===== config.mk =====
export PLATFORM = sky130hd
export DESIGN_NAME = regc_dispatch
export DESIGN_NICKNAME = d
export VERILOG_FILES = /design/src/rtl/mfcc_pkg.sv /design/src/rtl/mfcc_frame_cnt.sv /design/src/rtl/regc_dispatch.sv
export SDC_FILE = /design/constraint.sdc
export NUM_CORES = 1
export LEC_CHECK = 0
export ABC_AREA = 0
export ABC_CLOCK_PERIOD_IN_PS = 1500
export CORE_ASPECT_RATIO = 0.8
export CORE_MARGIN = 4
export CORE_UTILIZATION = 41
export CTS_BUF_LIST = sky130_fd_sc_hd__clkbuf_8
export CTS_CLUSTER_SIZE = 8
export DETAILED_ROUTE_END_ITERATION = 6
export HOLD_SLACK_MARGIN = 0.1
export PLACE_DENSITY_LB_ADDON = 0.15
export SLEW_MARGIN = 20
export SYNTH_ARGS = -nofsm -noshare
export SYNTH_HDL_FRONTEND = slang
export SYNTH_SLANG_ARGS = --single-unit

===== constraint.sdc =====
create_clock -name clk -period 1.5 [get_ports clk]
set_input_delay 0.3 -clock clk [delete_from_list [all_inputs] [get_ports clk]]
set_output_delay 0.3 -clock clk [all_outputs]
set_load 0.01 [all_outputs]

===== src/rtl/mfcc_pkg.sv =====
// Shared definitions for the MFCC datapath.
// Destination codes are shared with the muxregc select encoding, so any
// change here moves both the register C return path and the forward mux.
package mfcc_pkg;

   localparam int DATA_W_DEF = 16;

   localparam logic [1:0] DST_DROP  = 2'b00;
   localparam logic [1:0] DST_LOG   = 2'b01;
   localparam logic [1:0] DST_DCT   = 2'b10;
   localparam logic [1:0] DST_DELTA = 2'b11;

   // Holding-stage occupancy, kept as plain constants for legacy tools
   localparam logic [0:0] ST_EMPTY = 1'b0;
   localparam logic [0:0] ST_FULL  = 1'b1;

   function automatic logic dst_is_drop(input logic [1:0] dst);
      return dst == DST_DROP;
   endfunction

endpackage


===== src/rtl/mfcc_frame_cnt.sv =====
// Modulo-FRAME_LEN event counter with a registered wrap pulse.
// Ports:
//   clk, rst  - clock, synchronous active-high reset
//   clr       - synchronous clear (count and pulse to 0), lower priority than rst
//   inc       - count one event this cycle
//   cnt       - events counted in the current frame (0..FRAME_LEN-1)
//   wrap      - 1-cycle pulse, the cycle after the event that completed a frame
module mfcc_frame_cnt #(
   parameter int FRAME_LEN = 26,
   parameter int CNT_W     = 8
) (
   input  logic             clk,
   input  logic             rst,
   input  logic             clr,
   input  logic             inc,
   output logic [CNT_W-1:0] cnt,
   output logic             wrap
);

   localparam logic [CNT_W-1:0] LAST = CNT_W'(FRAME_LEN - 1);

   logic [CNT_W-1:0] cnt_q, cnt_d;
   logic             wrap_q, wrap_d;

   always_comb begin
      cnt_d  = cnt_q;
      wrap_d = 1'b0;
      if (clr) begin
         cnt_d  = '0;
         wrap_d = 1'b0;
      end else if (inc) begin
         if (cnt_q == LAST) begin
            cnt_d  = '0;
            wrap_d = 1'b1;
         end else begin
            cnt_d = cnt_q + CNT_W'(1);
         end
      end
   end

   always_ff @(posedge clk) begin
      if (rst) begin
         cnt_q  <= '0;
         wrap_q <= 1'b0;
      end else begin
         cnt_q  <= cnt_d;
         wrap_q <= wrap_d;
      end
   end

   assign cnt  = cnt_q;
   assign wrap = wrap_q;

endmodule


===== src/rtl/regc_dispatch.sv =====
// Return-path router for register C. Words leaving register C are held in a
// one-entry registered stage and offered to exactly one consumer (log, DCT
// add/sub or delta). Destination 00 words are discarded and counted.
// Ports:
//   clk, rst, flush             - clock, sync reset, sync clear of stage and counters
//   regc_in/regc_dst/regc_valid - upstream word, destination code, valid
//   regc_ready                  - upstream handshake
//   disp_data                   - held word, broadcast to all consumers
//   log_/dct_/delta_valid/ready - per-consumer handshakes
//   word_cnt                    - words delivered in the current frame
//   drop_cnt                    - dst 00 words accepted, saturating
//   frame_done                  - registered pulse after the last word of a frame
module regc_dispatch
   import mfcc_pkg::*;
#(
   parameter int DATA_W    = DATA_W_DEF,
   parameter int FRAME_LEN = 26,
   parameter int CNT_W     = 8
) (
   input  logic              clk,
   input  logic              rst,
   input  logic              flush,
   input  logic [DATA_W-1:0] regc_in,
   input  logic [1:0]        regc_dst,
   input  logic              regc_valid,
   output logic              regc_ready,
   output logic [DATA_W-1:0] disp_data,
   output logic              log_valid,
   input  logic              log_ready,
   output logic              dct_valid,
   input  logic              dct_ready,
   output logic              delta_valid,
   input  logic              delta_ready,
   output logic [CNT_W-1:0]  word_cnt,
   output logic [CNT_W-1:0]  drop_cnt,
   output logic              frame_done
);

   logic [0:0]        state_q, state_d;
   logic [1:0]        dst_q, dst_d;
   logic [DATA_W-1:0] hold_q, hold_d;
   logic [CNT_W-1:0]  drop_q, drop_d;

   logic sel_ready;
   logic xfer;
   logic accept;
   logic load;

   always_comb begin
      sel_ready = 1'b0;
      case (dst_q)
         DST_LOG:   sel_ready = log_ready;
         DST_DCT:   sel_ready = dct_ready;
         DST_DELTA: sel_ready = delta_ready;
         default:   sel_ready = 1'b0;
      endcase
   end

   assign xfer       = (state_q == ST_FULL) & sel_ready;
   // Ready while empty or while the held word leaves this cycle; flush blocks intake
   assign regc_ready = ~flush & ((state_q == ST_EMPTY) | sel_ready);
   // accept is 0 whenever regc_valid is 0, so a junk regc_dst cannot leak through
   assign accept     = regc_valid & regc_ready;
   assign load       = accept & ~dst_is_drop(regc_dst);

   always_comb begin
      state_d = state_q;
      dst_d   = dst_q;
      hold_d  = hold_q;
      drop_d  = drop_q;
      if (flush) begin
         state_d = ST_EMPTY;
         dst_d   = DST_DROP;
         hold_d  = '0;
         drop_d  = '0;
      end else begin
         if (load) begin
            state_d = ST_FULL;
            dst_d   = regc_dst;
            hold_d  = regc_in;
         end else if (xfer) begin
            state_d = ST_EMPTY;
         end
         if (accept && dst_is_drop(regc_dst) && (drop_q != '1)) begin
            drop_d = drop_q + CNT_W'(1);
         end
      end
   end

   always_ff @(posedge clk) begin
      if (rst) begin
         state_q <= ST_EMPTY;
         dst_q   <= DST_DROP;
         hold_q  <= '0;
         drop_q  <= '0;
      end else begin
         state_q <= state_d;
         dst_q   <= dst_d;
         hold_q  <= hold_d;
         drop_q  <= drop_d;
      end
   end

   // A transfer completing during flush still reaches the consumer but is not counted
   mfcc_frame_cnt #(
      .FRAME_LEN (FRAME_LEN),
      .CNT_W     (CNT_W)
   ) u_frame_cnt (
      .clk  (clk),
      .rst  (rst),
      .clr  (flush),
      .inc  (xfer),
      .cnt  (word_cnt),
      .wrap (frame_done)
   );

   assign disp_data   = hold_q;
   assign log_valid   = (state_q == ST_FULL) & (dst_q == DST_LOG);
   assign dct_valid   = (state_q == ST_FULL) & (dst_q == DST_DCT);
   assign delta_valid = (state_q == ST_FULL) & (dst_q == DST_DELTA);
   assign drop_cnt    = drop_q;

   // Upstream must hold regc_valid until the word is taken
   a_valid_hold: assert property (@(posedge clk) disable iff (rst || flush)
      (regc_valid && !regc_ready) |=> regc_valid);

endmodule


* After elaboration in Yosys (flattened, before gate mapping)
Index checks and enable logic that the tools add are counted.
** Cells by class
- Add/subtract/negate cells :: 2
- Multipliers :: 0
- Div/mod/pow operators :: 0
- $lt $le $gt $ge :: 0
- Equality and inequality tests :: 5
- Shifts and indexed selects :: 0
- Mux-type cells :: 5
- Bitwise operators :: 12
- Reduce and logical (&&, ||, !) cells :: 6
** Operators with widths (count)
- 8-bit by 1-bit adder with 8-bit output, second input constant :: 2
- 8-bit by 5-bit == test with 1-bit output, second input constant :: 1
- 8-bit 2-to-1 mux :: 1
- 8-bit != test, second input constant :: 1
- 1-bit bitwise AND :: 7
- 2-bit == test, second input constant :: 2
- 1-bit inverter :: 4
- 1-bit 2-to-1 mux :: 3
- 1-bit one-hot mux with 3 select lines :: 1
- 3-bit OR reduction :: 1
- 2-bit by 1-bit == test with 1-bit output, second input constant :: 1
- 1-bit logical AND :: 2
- 2-bit zero test :: 1
- 2-bit nonzero test :: 1
- 2-bit OR reduction :: 1
- 1-bit OR :: 1
** Storage, ports and cells
- Register bits after elaboration :: 36
- Latch bits :: 0
- Bits in writable memories :: 0
- ROM bits :: 0
- Input port bits :: 25
- Output and inout bits :: 37
- Word-level logic and storage cells :: 36
- Memories kept :: 0

* Logic depth before layout (Yosys ltp)
- Depth after elaboration :: 7
- Mapped depth :: 7
- Gate-level depth less buffers :: 6

* By module
A second synthesis with hierarchy kept.
** Unflattened totals
- Cells, all modules :: 203
- Area total of the unflattened synthesis :: 1670.4 µm²
** By module, submodules not included
- regc_dispatch :: times used 1, cells each 148, area each 1226.2 µm², sequential area each 540.5 µm²
- mfcc_frame_cnt :: times used 1, cells each 55, area each 444.2 µm², sequential area each 180.2 µm²

* Worst setup path after synthesis
OpenSTA, ideal clock, no wires.
- Kind :: register to register
- Start :: register drop_q[0], in the netlist drop_cnt[0]
- End :: register drop_q[3], in the netlist drop_cnt[3]
- Library setup time :: 70 ps
- Data arrival time :: 1569 ps
- Data required time :: 1430 ps
- Slack :: -139 ps
- Stages on the path, launching flop included :: 6
- Buffers on the path :: 0
- Clock period less this slack :: 1639 ps
- Cell sequence :: dfxtp_1 > ha_1 > nand4_1 > o21ai_0 > or4_1 > a21oi_1
** On the way
- Word-level cells in the longest chain between the ends :: 2
- Elaborated cells on any way between the ends :: 3
- Classes of those cells :: add/sub: 1; eq/ne: 1; reduce/logical: 1
** RTL lines
- start: declaration :: RTL line regc_dispatch.sv:42 : logic [CNT_W-1:0] drop_q, drop_d;
- start signal: assignment :: RTL line regc_dispatch.sv:100 : drop_q <= drop_d;
- parallel branches: the longest is 2 deep, another holds 8-bit by 1-bit adder with 8-bit output
Several ways; the timed one is not identified.
A chain may end at the register's enable or synchronous reset.

* Worst setup path after layout
- Start :: register dst_q[1]
- End :: register drop_q[5], in the netlist drop_cnt[5]
** On the way
- Word-level cells in the longest chain between the ends :: 7
- Elaborated cells on any way between the ends :: 9
- Classes of those cells :: eq/ne: 3; mux: 1; bitwise: 3; reduce/logical: 2
** RTL lines
- start: declaration :: RTL line regc_dispatch.sv:40 : logic [1:0] dst_q, dst_d;
- start signal: assignment :: RTL line regc_dispatch.sv:98 : dst_q <= dst_d;
- 2-bit == test / 2-bit by 1-bit == test with 1-bit output (equally long branches) :: RTL line regc_dispatch.sv:51 : case (dst_q)
- 1-bit one-hot mux with 3 select lines (*) :: RTL line regc_dispatch.sv:51
- 1-bit OR (*) :: RTL line regc_dispatch.sv:61 : assign regc_ready = ~flush & ((state_q == ST_EMPTY) | sel_ready);
- 1-bit bitwise AND (*) :: RTL line regc_dispatch.sv:61
- 1-bit bitwise AND (*) :: RTL line regc_dispatch.sv:63 : assign accept = regc_valid & regc_ready;
- 1-bit logical AND (*) (2 in a row) :: RTL line regc_dispatch.sv:84 : if (accept && dst_is_drop(regc_dst) && (drop_q != '1)) begin
Every way passes the cells marked *; elsewhere a longest branch is shown, timed or not.

==> flow_metrics.env <==
export IMPL_status="complete, but fails checks"
export IMPL_violations="negative setup slack"
export IMPL_num_rows=20
export IMPL_syn_nets=231
export IMPL_min_path_type="reg2reg"
export IMPL_viasPerCell=5.34
export IMPL_power_switching_uw=489
export IMPL_antenna_found_initial=0
export IMPL_setup_violations=35
export IMPL_firstDrtPassIters=4
export IMPL_core_area_um2=3930
export IMPL_start_util=0.438
export IMPL_worst_skew_pair_late_latency_ns=0.28
export IMPL_timing_rr_start="dst_q[1]"
export IMPL_dieArea_um2=5300
export IMPL_endpoint_kind="flip-flop"
export IMPL_whs_path_depth=2
export IMPL_die_w_um=80.4
export IMPL_leakagePower_nw=1.37
export IMPL_power_density_nw_per_um2=688
export IMPL_antenna_cells=0
export IMPL_grt_overflow=0
export IMPL_fin_crit_sh=1.18
export IMPL_vias=1916
export IMPL_syn_inst=203
export IMPL_p_total_mw=2.11
export IMPL_yosysSeqAreaShare=0.419
export IMPL_clockBufferDepth=2
export IMPL_critPathRequiredTime_ns=1.72
export IMPL_placed_cells=343
export IMPL_finClkSkew_ns=0.00249
export IMPL_pre_cts_ws_ns=-0.700
export IMPL_grt_total_usage=0.191
export IMPL_synth_largest_area_cell="dfxtp_1"
export IMPL_fin_crit_ns=1.77
export IMPL_ys_ff_latch=36
export IMPL_grt_max_degree=22
export IMPL_yosysWarningCount=0
export IMPL_min_to="disp_data[2]"
export IMPL_grt_pass1_wl_um=8140
export IMPL_min_from="disp_data[2]"
export IMPL_h_tree_depth=2
export IMPL_syn_area_per_cell_um2=8.47
export IMPL_cp_data_arrival_time_ns=1.99
export IMPL_rsz0062_at_grt="yes"
export IMPL_drc=0
export IMPL_cts_tree="yes"
export IMPL_port_buffers=61
export IMPL_ys_types=45
export IMPL_p_clk_frac=0.392
export IMPL_die_h_um=65.9
export IMPL_ys_flop_type="dfxtp_1"
export IMPL_seqPwrFrac=0.459
export IMPL_hold_slack_ns=0.470
export IMPL_intPower_mw=1.62
export IMPL_slew_headroom=0.782
export IMPL_critical_path_peak_fanout=6
export IMPL_start_kind="flip-flop"
export IMPL_synthToLayoutAreaGrowth_pct=78.3
export IMPL_drv_slew=0
export IMPL_cts_sinks=36
export IMPL_nets=331
export IMPL_comb_power_share=0.149
export IMPL_root_buffer="clkbuf_8"
export IMPL_async_reset_ff_frac=0
export IMPL_yosysTopAreaCellShare=0.419
export IMPL_layout_cells_non_filler=359
export IMPL_io_pin_count=62
export IMPL_clkSlewWorstSetupHoldPaths_ns=0.07
export IMPL_p_sw_frac=0.232
export IMPL_fin_util=0.780
export IMPL_dpl_cell_area_um2=2640
export IMPL_cts_hold_buf=0
export IMPL_cts_made_buffers=5
export IMPL_drive_gt1_frac=0.342
export IMPL_hold_viol=0
export IMPL_critical_path_class="reg2reg"
export IMPL_synthTopCellsByArea="dfxtp_1 (42%), a21oi_1 (9.0%), o21ai_0 (7.0%)"
export IMPL_tightestPinTransition_ns=0.326
export IMPL_netlist_area_um2=1720
export IMPL_grt_pass1_vias=1836
export IMPL_rrSetupSlack_ns=-0.27
export IMPL_synth_edf_count=0
export IMPL_drtIter0Drc=62
export IMPL_post_dp_hpwl_um=3540
export IMPL_drv_cap=0
export IMPL_reg2reg_depth=6
export IMPL_place_gp_congestion=0.811
export IMPL_timing_final_ws_setup_ns=-0.270
export IMPL_drt_total_wl_um=5380
export IMPL_vdd_drop_max_uv=540
export IMPL_ant_nets=0
export IMPL_final_area_um2=3070
export IMPL_wl_per_cell_um=15.0
export IMPL_rr_endpoint="drop_cnt[5]"
export IMPL_max_freq_mhz=565
export IMPL_fin_tns_setup_ns=-5.27
Yosys cell counts (2+ instances only):
| cell type | number |
|---|---|
| dfxtp_1 | 36 |
| a21oi_1 | 31 |
| o21ai_0 | 24 |
| nand3_1 | 23 |
| nand2_1 | 11 |
| o31ai_1 | 7 |
| clkbuf_1 | 6 |
| or4_1 | 6 |
| inv_1 | 5 |
| nor2_1 | 5 |
| or3_1 | 4 |
| buf_2 | 3 |
| ha_1 | 3 |
| mux2i_1 | 3 |
| a31oi_1 | 2 |
| and4_1 | 2 |
| clkbuf_8 | 2 |
| nand4_1 | 2 |
| nor4_1 | 2 |
worst max-delay path, stage by stage, from the launching register on:
cell     delay [ns]
dfxtp_4        0.37
mux2i_1        0.14
buf_4          0.15
a221o_2        0.42
buf_6          0.15
or3_4          0.36
a21oi_2        0.13
kinds of logic after synthesis:
| group | after synthesis | synth area share |
|---|---|---|
| and+or+nand+nor | 68 | 0.224 |
| AOI/OAI and AO/OA | 73 | 0.243 |
| DFF | 36 | 0.419 |
| muxes | 4 | 0.0240 |
| adders and majority gates | 3 | 0.0218 |
| buffers and inverters | 19 | 0.0677 |
sequential cells by signal, summed over array words and instances (netlist names):
signal and count:
dst_q 2, drop_cnt 8, u_frame_cnt.cnt 8, u_frame_cnt.wrap 1, disp_data 16, state_q 1
worst max path at each step:
stage | start | endpoint | slack (ns) | cells past startpoint
6_report | dst_q[1] | drop_cnt[5] | -0.27 | 6
5_1_grt | dst_q[1] | drop_cnt[0] | -0.33 | 6
4_1_cts | dst_q[1] | drop_cnt[7] | -0.27 | 5
3_5_place_dp | delta_ready | regc_ready | -0.70 | 5
3_3_place_gp | delta_ready | regc_ready | -0.71 | 5
2_1_floorplan | state_q | drop_cnt[5] | -0.06 | 6
power groups by stage:
| stage | Combinational [mW] | Clock [mW] | Sequential [mW] |
|---|---|---|---|
| after CTS | 0.264 | 0.845 | 0.972 |
| after floorplan | 0.0979 | 0 | 0.998 |
| after detailed placement | 0.258 | 0 | 0.994 |
| after global routing | 0.335 | 0.881 | 0.968 |
| after global placement | 0.256 | 0 | 0.994 |
| final | 0.314 | 0.828 | 0.967 |
area by class of cell:
| type | count | area [um2] |
|---|---|---|
| Multi-Input combinational cell | 148 | 1070 |
| Timing Repair Buffer | 107 | 1060 |
| Fill cell | 291 | 863 |
| Sequential cell | 36 | 741 |
| Clock buffer | 5 | 68.8 |
| Tap cell | 55 | 68.8 |
| Clock inverter | 3 | 38.8 |
| Inverter | 5 | 18.8 |
repair_timing:
action,in CTS,in global routing
resized for setup,55,55
pin swaps,6,9
buffers inserted,3,4
gates cloned,0,2
setup endpoints to repair,53,46
routing by layer:
| metal | vias up | part of all wire | global-route usage |
|---|---|---|---|
| li1 | 963 | - | - |
| met1 | 904 | 0.46 | 0.240 |
| met2 | 45 | 0.49 | 0.322 |
| met3 | 4 | 0.044 | 0.0436 |
| met4 | 0 | 0.0063 | 0.0612 |
| met5 | - | 0 | 0 |
cell usage in the layout (no fill, tap or decap), types with 3 or more instances in the layout:
cell,instances
buf_4,34
dfxtp_1,26
clkdlybuf4s50_1,25
dlygate4sd2_1,21
a21oi_1,20
nand3_1,19
o21ai_0,13
nand2_1,11
a21oi_2,11
dlymetal6s2s_1,11
buf_6,9
o21ai_1,7
dfxtp_2,7
inv_1,5
nor2_1,5
o31ai_1,5
or4_1,5
clkbuf_8,5
o21ai_2,4
buf_12,4
nand3_2,3
or3_1,3
dfxtp_4,3
No activity file was read; power rests on OpenSTA's default activity.
